## config.mk

```make
export PLATFORM = sky130hd
export DESIGN_NAME = fetch_unit
export DESIGN_NICKNAME = d
export VERILOG_FILES = /design/src/rtl/fetch_unit_pkg.sv /design/src/rtl/fetch_unit_pc_reg.sv /design/src/rtl/fetch_unit.sv
export SDC_FILE = /design/constraint.sdc
export NUM_CORES = 1
export LEC_CHECK = 0
export CAP_MARGIN = 20
export CORE_MARGIN = 2
export CORE_UTILIZATION = 25
export CTS_CLUSTER_SIZE = 28
export DETAILED_ROUTE_END_ITERATION = 6
export HOLD_SLACK_MARGIN = 0.08
export SYNTH_ARGS = -nofsm -noshare
export SYNTH_HDL_FRONTEND = slang
export SYNTH_SLANG_ARGS = --single-unit
export TNS_END_PERCENT = 100
```

## constraint.sdc

```tcl
create_clock -name clk -period 3.61 [get_ports clk]
set_input_delay 0.5415 -clock clk [delete_from_list [all_inputs] [get_ports clk]]
set_output_delay 0.5415 -clock clk [all_outputs]
set_load 0.02 [all_outputs]
```

## src/rtl/fetch_unit_pkg.sv

```systemverilog
// Shared types and constants for the instruction-fetch stage.
package fetch_unit_pkg;

    typedef enum logic [1:0] {
        S_IDLE  = 2'd0,
        S_REQ   = 2'd1,
        S_WAIT  = 2'd2,
        S_VALID = 2'd3
    } state_t;

    localparam logic [31:0] RESET_PC_DEFAULT = 32'h0040_0000;

endpackage

```

## src/rtl/fetch_unit_pc_reg.sv

```systemverilog
// Architectural PC register: async active-low reset to RESET_VAL, loads d when load=1.
module pc_reg #(
    parameter int             W         = 32,
    parameter logic [W-1:0]   RESET_VAL = '0
) (
    input  logic         clk,
    input  logic         rst_n,
    input  logic         load,
    input  logic [W-1:0] d,
    output logic [W-1:0] q
);

    always_ff @(posedge clk or negedge rst_n) begin
        if (!rst_n) begin
            q <= RESET_VAL;
        end else if (load) begin
            q <= d;
        end
    end

endmodule

```

## src/rtl/fetch_unit.sv

```systemverilog
// Single-issue instruction fetch stage: one imem request at a time, hands inst/pc to execute.
// Optional alignment checking of next_pc is enabled by defining FETCH_ALIGN_CHK_EN.
module fetch_unit
    import fetch_unit_pkg::*;
#(
    parameter int                ADDR_W   = 32,
    parameter int                INST_W   = 32,
    parameter logic [ADDR_W-1:0] RESET_PC = ADDR_W'(RESET_PC_DEFAULT)
) (
    input  logic              clk,
    input  logic              rst_n,
    output logic              imem_req,
    output logic [ADDR_W-1:0] imem_addr,
    input  logic              imem_gnt,
    input  logic              imem_rvalid,
    input  logic [INST_W-1:0] imem_rdata,
    output logic [INST_W-1:0] inst,
    output logic [ADDR_W-1:0] pc,
    output logic              inst_valid,
    input  logic [ADDR_W-1:0] next_pc,
    input  logic              exec_ack,
    input  logic              halt,
    output logic              fetch_err,
    output logic [1:0]        fsm_state
);

    // Handshakes: a request is accepted on a cycle with imem_req && imem_gnt; data is taken on
    // the first imem_rvalid at or after acceptance; inst is consumed on inst_valid && exec_ack.
    state_t state, state_next;
    logic   pc_load;
    logic   inst_load;

`ifdef FETCH_ALIGN_CHK_EN
    logic err_set;
    logic err_q;
`endif

    pc_reg #(
        .W         (ADDR_W),
        .RESET_VAL (RESET_PC)
    ) u_pc_reg (
        .clk   (clk),
        .rst_n (rst_n),
        .load  (pc_load),
        .d     (next_pc),
        .q     (pc)
    );

    always_ff @(posedge clk or negedge rst_n) begin
        if (!rst_n) begin
            state <= S_IDLE;
        end else begin
            state <= state_next;
        end
    end

    always_ff @(posedge clk or negedge rst_n) begin
        if (!rst_n) begin
            inst <= '0;
        end else if (inst_load) begin
            inst <= imem_rdata;
        end
    end

    always_comb begin
        state_next = state;
        pc_load    = 1'b0;
        inst_load  = 1'b0;
`ifdef FETCH_ALIGN_CHK_EN
        err_set    = 1'b0;
`endif
        case (state)
            S_IDLE: begin
`ifdef FETCH_ALIGN_CHK_EN
                // Once an alignment error is seen the stage parks here until reset.
                if (err_q || pc[1:0] != 2'b00) begin
                    err_set = 1'b1;
                end else if (!halt) begin
                    state_next = S_REQ;
                end
`else
                if (!halt) begin
                    state_next = S_REQ;
                end
`endif
            end
            S_REQ: begin
                if (imem_gnt) begin
                    if (imem_rvalid) begin
                        inst_load  = 1'b1;
                        state_next = S_VALID;
                    end else begin
                        state_next = S_WAIT;
                    end
                end
            end
            S_WAIT: begin
                if (imem_rvalid) begin
                    inst_load  = 1'b1;
                    state_next = S_VALID;
                end
            end
            S_VALID: begin
                if (exec_ack) begin
`ifdef FETCH_ALIGN_CHK_EN
                    if (next_pc[1:0] != 2'b00) begin
                        err_set    = 1'b1;
                        state_next = S_IDLE;
                    end else begin
                        pc_load    = 1'b1;
                        state_next = halt ? S_IDLE : S_REQ;
                    end
`else
                    pc_load    = 1'b1;
                    state_next = halt ? S_IDLE : S_REQ;
`endif
                end
            end
            default: state_next = S_IDLE;
        endcase
    end

`ifdef FETCH_ALIGN_CHK_EN
    always_ff @(posedge clk or negedge rst_n) begin
        if (!rst_n) begin
            err_q <= 1'b0;
        end else begin
            err_q <= err_q | err_set;
        end
    end
    assign fetch_err = err_q;
`else
    assign fetch_err = 1'b0;
`endif

    assign imem_req   = (state == S_REQ);
    assign imem_addr  = pc;
    assign inst_valid = (state == S_VALID);
    assign fsm_state  = state;

endmodule

```

==> results of run 1 <==
==> worst paths after layout <==
path,startpoint,endpoint,slack (ns),cells after the start
setup reg to reg,fsm_state[0],inst[26],1.61,6
max in group asynchronous,rst_n,u_pc_reg.q[22],2.31,2
min in group clk,inst[17],inst[17],0.51,1
hold / removal,rst_n,u_pc_reg.q[2],0.32,1
setup / recovery,fsm_state[1],imem_req,1.31,3
hold reg to reg,inst[17],inst[17],0.51,1
==> power breakdown <==
part	switching [mW]	internal (mW)	total, mW
clock	0.297	0.494	0.792
combinational	1.25	1.49	2.74
sequential	0.261	1.13	1.39
total	1.81	3.11	4.93
==> flip-flops by register name, indices dropped and copies added, names as in the netlist <==
signal	flops
inst	32
u_pc_reg.q	32
fsm_state	2
==> metal layers <==
metal | vias to the layer above | share of wire | GRT usage
met5 | - | 0 | 0
met4 | 0 | 0.017 | 0.05610
met3 | 9 | 0.11 | 0.04914
met2 | 125 | 0.46 | 0.1790
met1 | 962 | 0.41 | 0.1315
li1 | 912 | - | -
==> through the flow <==
stage | utilization | worst slack [ns]
detailed placement | 0.3939 | 1.409
finish | 0.4177 | 1.309
global placement | 0.3939 | 1.451
global route | 0.4177 | 1.203
floorplan | - | 1.794
CTS | 0.4177 | 1.268
==> cells in the mapped netlist <==
cell type / count / share of area
conb_1: 1 / 0.0013
mux2_1: 1 / 0.0039
a21oi_2: 1 / 0.0030
nor2b_1: 1 / 0.0021
mux2i_1: 1 / 0.0034
dfrtp_1: 65 / 0.56
mux2_4: 10 / 0.051
buf_4: 36 / 0.093
buf_8: 1 / 0.0051
o2111ai_2: 1 / 0.0051
dfstp_2: 1 / 0.0090
nand2_1: 3 / 0.0039
mux2_2: 54 / 0.21
nand2b_1: 1 / 0.0021
or2b_1: 1 / 0.0026
buf_6: 2 / 0.0077
a2111oi_0: 1 / 0.0030
inv_1: 3 / 0.0039
nor2_4: 1 / 0.0039
ha_1: 7 / 0.030
==> area by class of cell <==
type | instances | area (um^2) | area share
well taps | 143 | 178.9 | 0.03751
clock inverters | 3 | 15.01 | 0.003148
clock buffers | 12 | 256.5 | 0.05378
flip-flops and latches | 66 | 1653 | 0.3465
multi-input cells | 84 | 945.9 | 0.1983
inverters | 3 | 11.26 | 0.002361
repair buffers | 172 | 1709 | 0.3583
==> kinds of logic (layout without fill, tap and decap cells) <==
group                    after synthesis  count (layout)  synth area share
flip-flops                            66              66            0.5665
buffers and inverters                 42             190            0.1093
AND/OR/NAND/NOR                        7               7           0.01458
multiplexers                          66              66            0.2672
other                                  1               1          0.001285
adder cells (fa/ha/maj)                7               7           0.03002
AO/OA/AOI/OAI                          3               3           0.01115
==> metrics.md, run 1 <==
| Metric | Value |
|---|---|
| Status | `finished clean` |
| WP buf/inv | `2` |
| CTS tree | `built` |
| Setup Buffers After CTS | `0` |
| Max-slew headroom | `0.4352` |
| Worst Hold Class | `in2async` |
| Vias in the first global route | `2164` |
| Slowest CP cell | `clkdlybuf4s50_1` |
| Post-Place Cell Area | `0.004498 mm^2` |
| Gpl congestion | `0.7200` |
| GRT Total Usage | `0.1130` |
| CTS sink count | `66` |
| Antenna violations before repair | `0` |
| Synth warnings | `0` |
| FMAX | `0.4346 GHz` |
| Crit end category | `output pin` |
| Most common cell after layout, fill and taps aside | `clkdlybuf4s50_1` |
| Pleak | `1.983 nW` |
| Non-Filler Instances | `483` |
| CTS Root Cell | `clkbuf_16` |
| Max-Cap Viols | `0` |
| Number of port buffers | `169` |
| Max FO, Critical Path | `6` |
| Worst path required time | `3.07 ns` |
| Detailed-placement wirelength estimate | `5136 um` |
| Final setup vio count | `0` |
| Synthesized Nets | `269` |
| Final hold slack | `0.3187 ns` |
| CTS Buf Count | `9` |
| Core box area | `0.01142 mm^2` |
| Worst Setup Path Type | `reg2out` |
| Initial Utilization | `0.2555` |
| Die Wd | `112.0 um` |
| IO Pins | `171` |
| Post-CTS Hold Fix Bufs | `0` |
| Final instance area | `0.004770 mm^2` |
| PwrDens | `1033 mW/mm^2` |
| Final WL | `6877 um` |
| Synth Area per Inst | `15.20 um^2` |
| Antenna Nets Post-Route | `0` |
| Setup TNS | `0 ns` |
| RSZ-0062 raised after global routing | `no` |
| Die H | `112.0 um` |
| Fin crit period | `2.301 ns` |
| Worst vdd ir | `0.4769 mV` |
| Layout cells sized above 1 | `0.2529` |
| CP cell instances | `inv_1, ha_1, clkdlybuf4s50_1` |
| Power Total | `4.926 mW` |
| Ant. Diodes | `0` |
| Synth Cell Area | `0.002918 mm^2` |
| DRC Markers | `0` |
| Cell family with most CP delay | `buffers and inverters` |
| #FFs+latches synth | `66` |
| Fin nets | `413` |
| Final Hold Fails | `0` |
| CTS max path bufs | `2` |
| GR Overflow Total | `0` |
| Clk Latency, worst-skew pair | `0.32 ns` |
| Sequential area share after synthesis | `0.5665` |
| H-tree levels | `3` |
| Synth cell types | `20` |
| Clock slew at reported path FFs | `0.05 ns` |
| DRT Pass-1 Iters | `2` |
| Slew Limit Fails | `0` |
| Area grow syn2layout | `63.46%` |
| Startpoint Class | `flip-flop` |
| Core Rows | `39` |
| Largest net degree at the start of global routing | `38` |
| Worst Max-Slew Pin Slew | `0.8472 ns` |
| Placed Instances | `468` |
| Mapped Cells | `192` |
| DR WL/cell | `14.24 um` |
| Worst Skew | `0.005176 ns` |
| DIE AREA | `0.01255 mm^2` |
| Final Cycle Share | `0.6375` |
| Max incr delay on CP | `0.63 ns` |
| Vias/cell | `4.157` |
| Fillcell total | `1115` |
| Post-CTS sizing | `0` |
| Via count | `2008` |
| Global-route wire length before repair | `11120 um` |
| Most frequent cells in the layout | `clkdlybuf4s50_1, dfrtp_1, mux2_2` |
| First-iteration detailed-routing DRC count | `26` |
| CP arrival | `1.76 ns` |
(Power assumes the default switching activity.)
==> inputs of run 2 (changes only) <==
- clock period: 3.61 -> 2 ns (I/O delays scaled with it)
==> metrics.md, run 2 (synthesis results as in run 1) <==
| Metric | Value |
|---|---|
| CTS tree | `built` |
| Most common cell after layout, fill and taps aside | `clkdlybuf4s50_1` |
| Combinational power share | `0.551` |
| Via count | `1988` |
| Worst path required time | `1.70 ns` |
| Core Rows | `39` |
| Area grow syn2layout | `66.17%` |
| Ant. Diodes | `0` |
| Initial Utilization | `0.2555` |
| Number of port buffers | `169` |
| Startpoint Class | `flip-flop` |
| CTS max path bufs | `2` |
| Hold Crit Depth | `1` |
| Max FO, Critical Path | `6` |
| CTS sink count | `66` |
| GR Overflow Total | `0` |
| Sequential share of power | `0.275` |
| Gpl congestion | `0.7178` |
| Sw Ratio | `0.3636` |
| Slack of the critical path | `0.1267 ns` |
| Fin crit period | `1.873 ns` |
| IO Pins | `171` |
| Hold Crit Start | `inst[28]` |
| Final WL | `6646 um` |
| GRT Total Usage | `0.1085` |
| DIE AREA | `0.01255 mm^2` |
| Largest net degree at the start of global routing | `67` |
| First-iteration detailed-routing DRC count | `47` |
| Dpl ws | `0.2044 ns` |
| Most frequent cells in the layout | `clkdlybuf4s50_1, dfrtp_1, mux2_2` |
| Layout cells sized above 1 | `0.2573` |
| Crit end category | `output pin` |
| DRC Markers | `0` |
| Setup TNS | `0 ns` |
| Slew Limit Fails | `0` |
| Antenna violations before repair | `0` |
| Worst Setup Path Type | `reg2out` |
| Final Cycle Share | `0.9366` |
| Clock share of power | `0.174` |
| DRT Pass-1 Iters | `4` |
| Final Hold Fails | `0` |
| Detailed-placement wirelength estimate | `4946 um` |
| Vias in the first global route | `2159` |
| NetSw | `3.291 mW` |
| Clock slew at reported path FFs | `0.06 ns` |
| Final hold slack | `0.5047 ns` |
| Fin nets | `414` |
| Reg-to-Reg Start | `fsm_state[0]` |
| Hold endpoint | `inst[28]` |
| CP arrival | `1.57 ns` |
| RSZ-0062 raised after global routing | `no` |
| Worst reg2reg setup slack | `0.21 ns` |
| Status | `finished clean` |
| Non-Filler Instances | `485` |
| Worst vdd ir | `0.9886 mV` |
| CTS Root Cell | `clkbuf_16` |
| PwrDens | `1867 mW/mm^2` |
| Worst Hold Class | `reg2reg` |
| FMAX | `0.5338 GHz` |
| Worst Skew | `0.008446 ns` |
| Power Total | `9.050 mW` |
| Die H | `112.0 um` |
| Worst setup path startpoint | `fsm_state[0]` |
| Max-Cap Viols | `0` |
| R2R depth | `6` |
| Placed Instances | `468` |
| Power Internal | `5.759 mW` |
| DR WL/cell | `13.70 um` |
| H-tree levels | `3` |
| Antenna Nets Post-Route | `0` |
| CTS Buf Count | `9` |
| Clk Latency, worst-skew pair | `0.32 ns` |
| End of the worst register-to-register path | `inst[21]` |
| Final setup vio count | `0` |
| Global-route wire length before repair | `10830 um` |
| Core box area | `0.01142 mm^2` |
| Die Wd | `112.0 um` |
| Vias/cell | `4.099` |
| Pleak | `2.014 nW` |
run 2: changes by cell type in the layout (fill, tap and decap cells not counted), sizes merged:
cell | before | now
bufinv | 0 | 1
clkbuf | 12 | 10
clkdlybuf4s50 | 168 | 167
clkinvlp | 0 | 1
dlygate4sd2 | 0 | 1
dlygate4sd3 | 0 | 1
inv | 3 | 4
run 2: layout make-up:
cell class	instances	area, um^2
Fill cell	1084	6570
Timing Repair Buffer	173	1755
Sequential cell	66	1653
Multi-Input combinational cell	84	945.9
Clock buffer	10	239.0
Tap cell	143	178.9
Clock inverter	6	65.06
Inverter	3	11.26
run 2: metrics by stage:
stage            util  area, um^2
6_report       0.4246        4848
5_1_grt        0.4246        4848
4_1_cts        0.4246        4848
3_5_place_dp   0.3972        4536
3_3_place_gp   0.3972        4536
2_1_floorplan       -        2918
run 2: worst max path at each step:
stage	slack, ns	end	depth (start not counted)
finish	0.13	inst_valid	2
global route	0.04	inst_valid	2
CTS	0.09	inst_valid	2
detailed placement	0.20	inst[21]	6
global placement	0.26	inst[11]	6
floorplan	0.18	inst[11]	6
run 2: critical path: stages, from the launching register on:
cell	delay [ns]
dfrtp_1	0.43
ha_1	0.21
clkdlybuf4s50_1	0.61
run 2: power groups by stage:
stage	clock [mW]	combinational [mW]	sequential [mW]
final	1.57	4.99	2.49
after global placement	0	5.02	2.50
after detailed placement	0	5.07	2.51
after global routing	1.70	5.27	2.61
after CTS	1.64	5.07	2.50
after floorplan	0	2.21	3.31
run 2: repair_timing:
item | CTS | global route
setup buffers | 0 | 0
hold buffers | 1 | 0
endpoints found under the hold margin | 65 | 0
resized for setup | 1 | 0
endpoints found under the setup margin | 1 | 0
run 2: routing by layer:
metal | track usage | vias up | part of all wire
met3 | 0.05454 | 9 | 0.12
met1 | 0.1232 | 942 | 0.40
met2 | 0.1737 | 124 | 0.47
li1 | - | 913 | -
met4 | 0.04634 | 0 | 0.011
met5 | 0 | - | 0
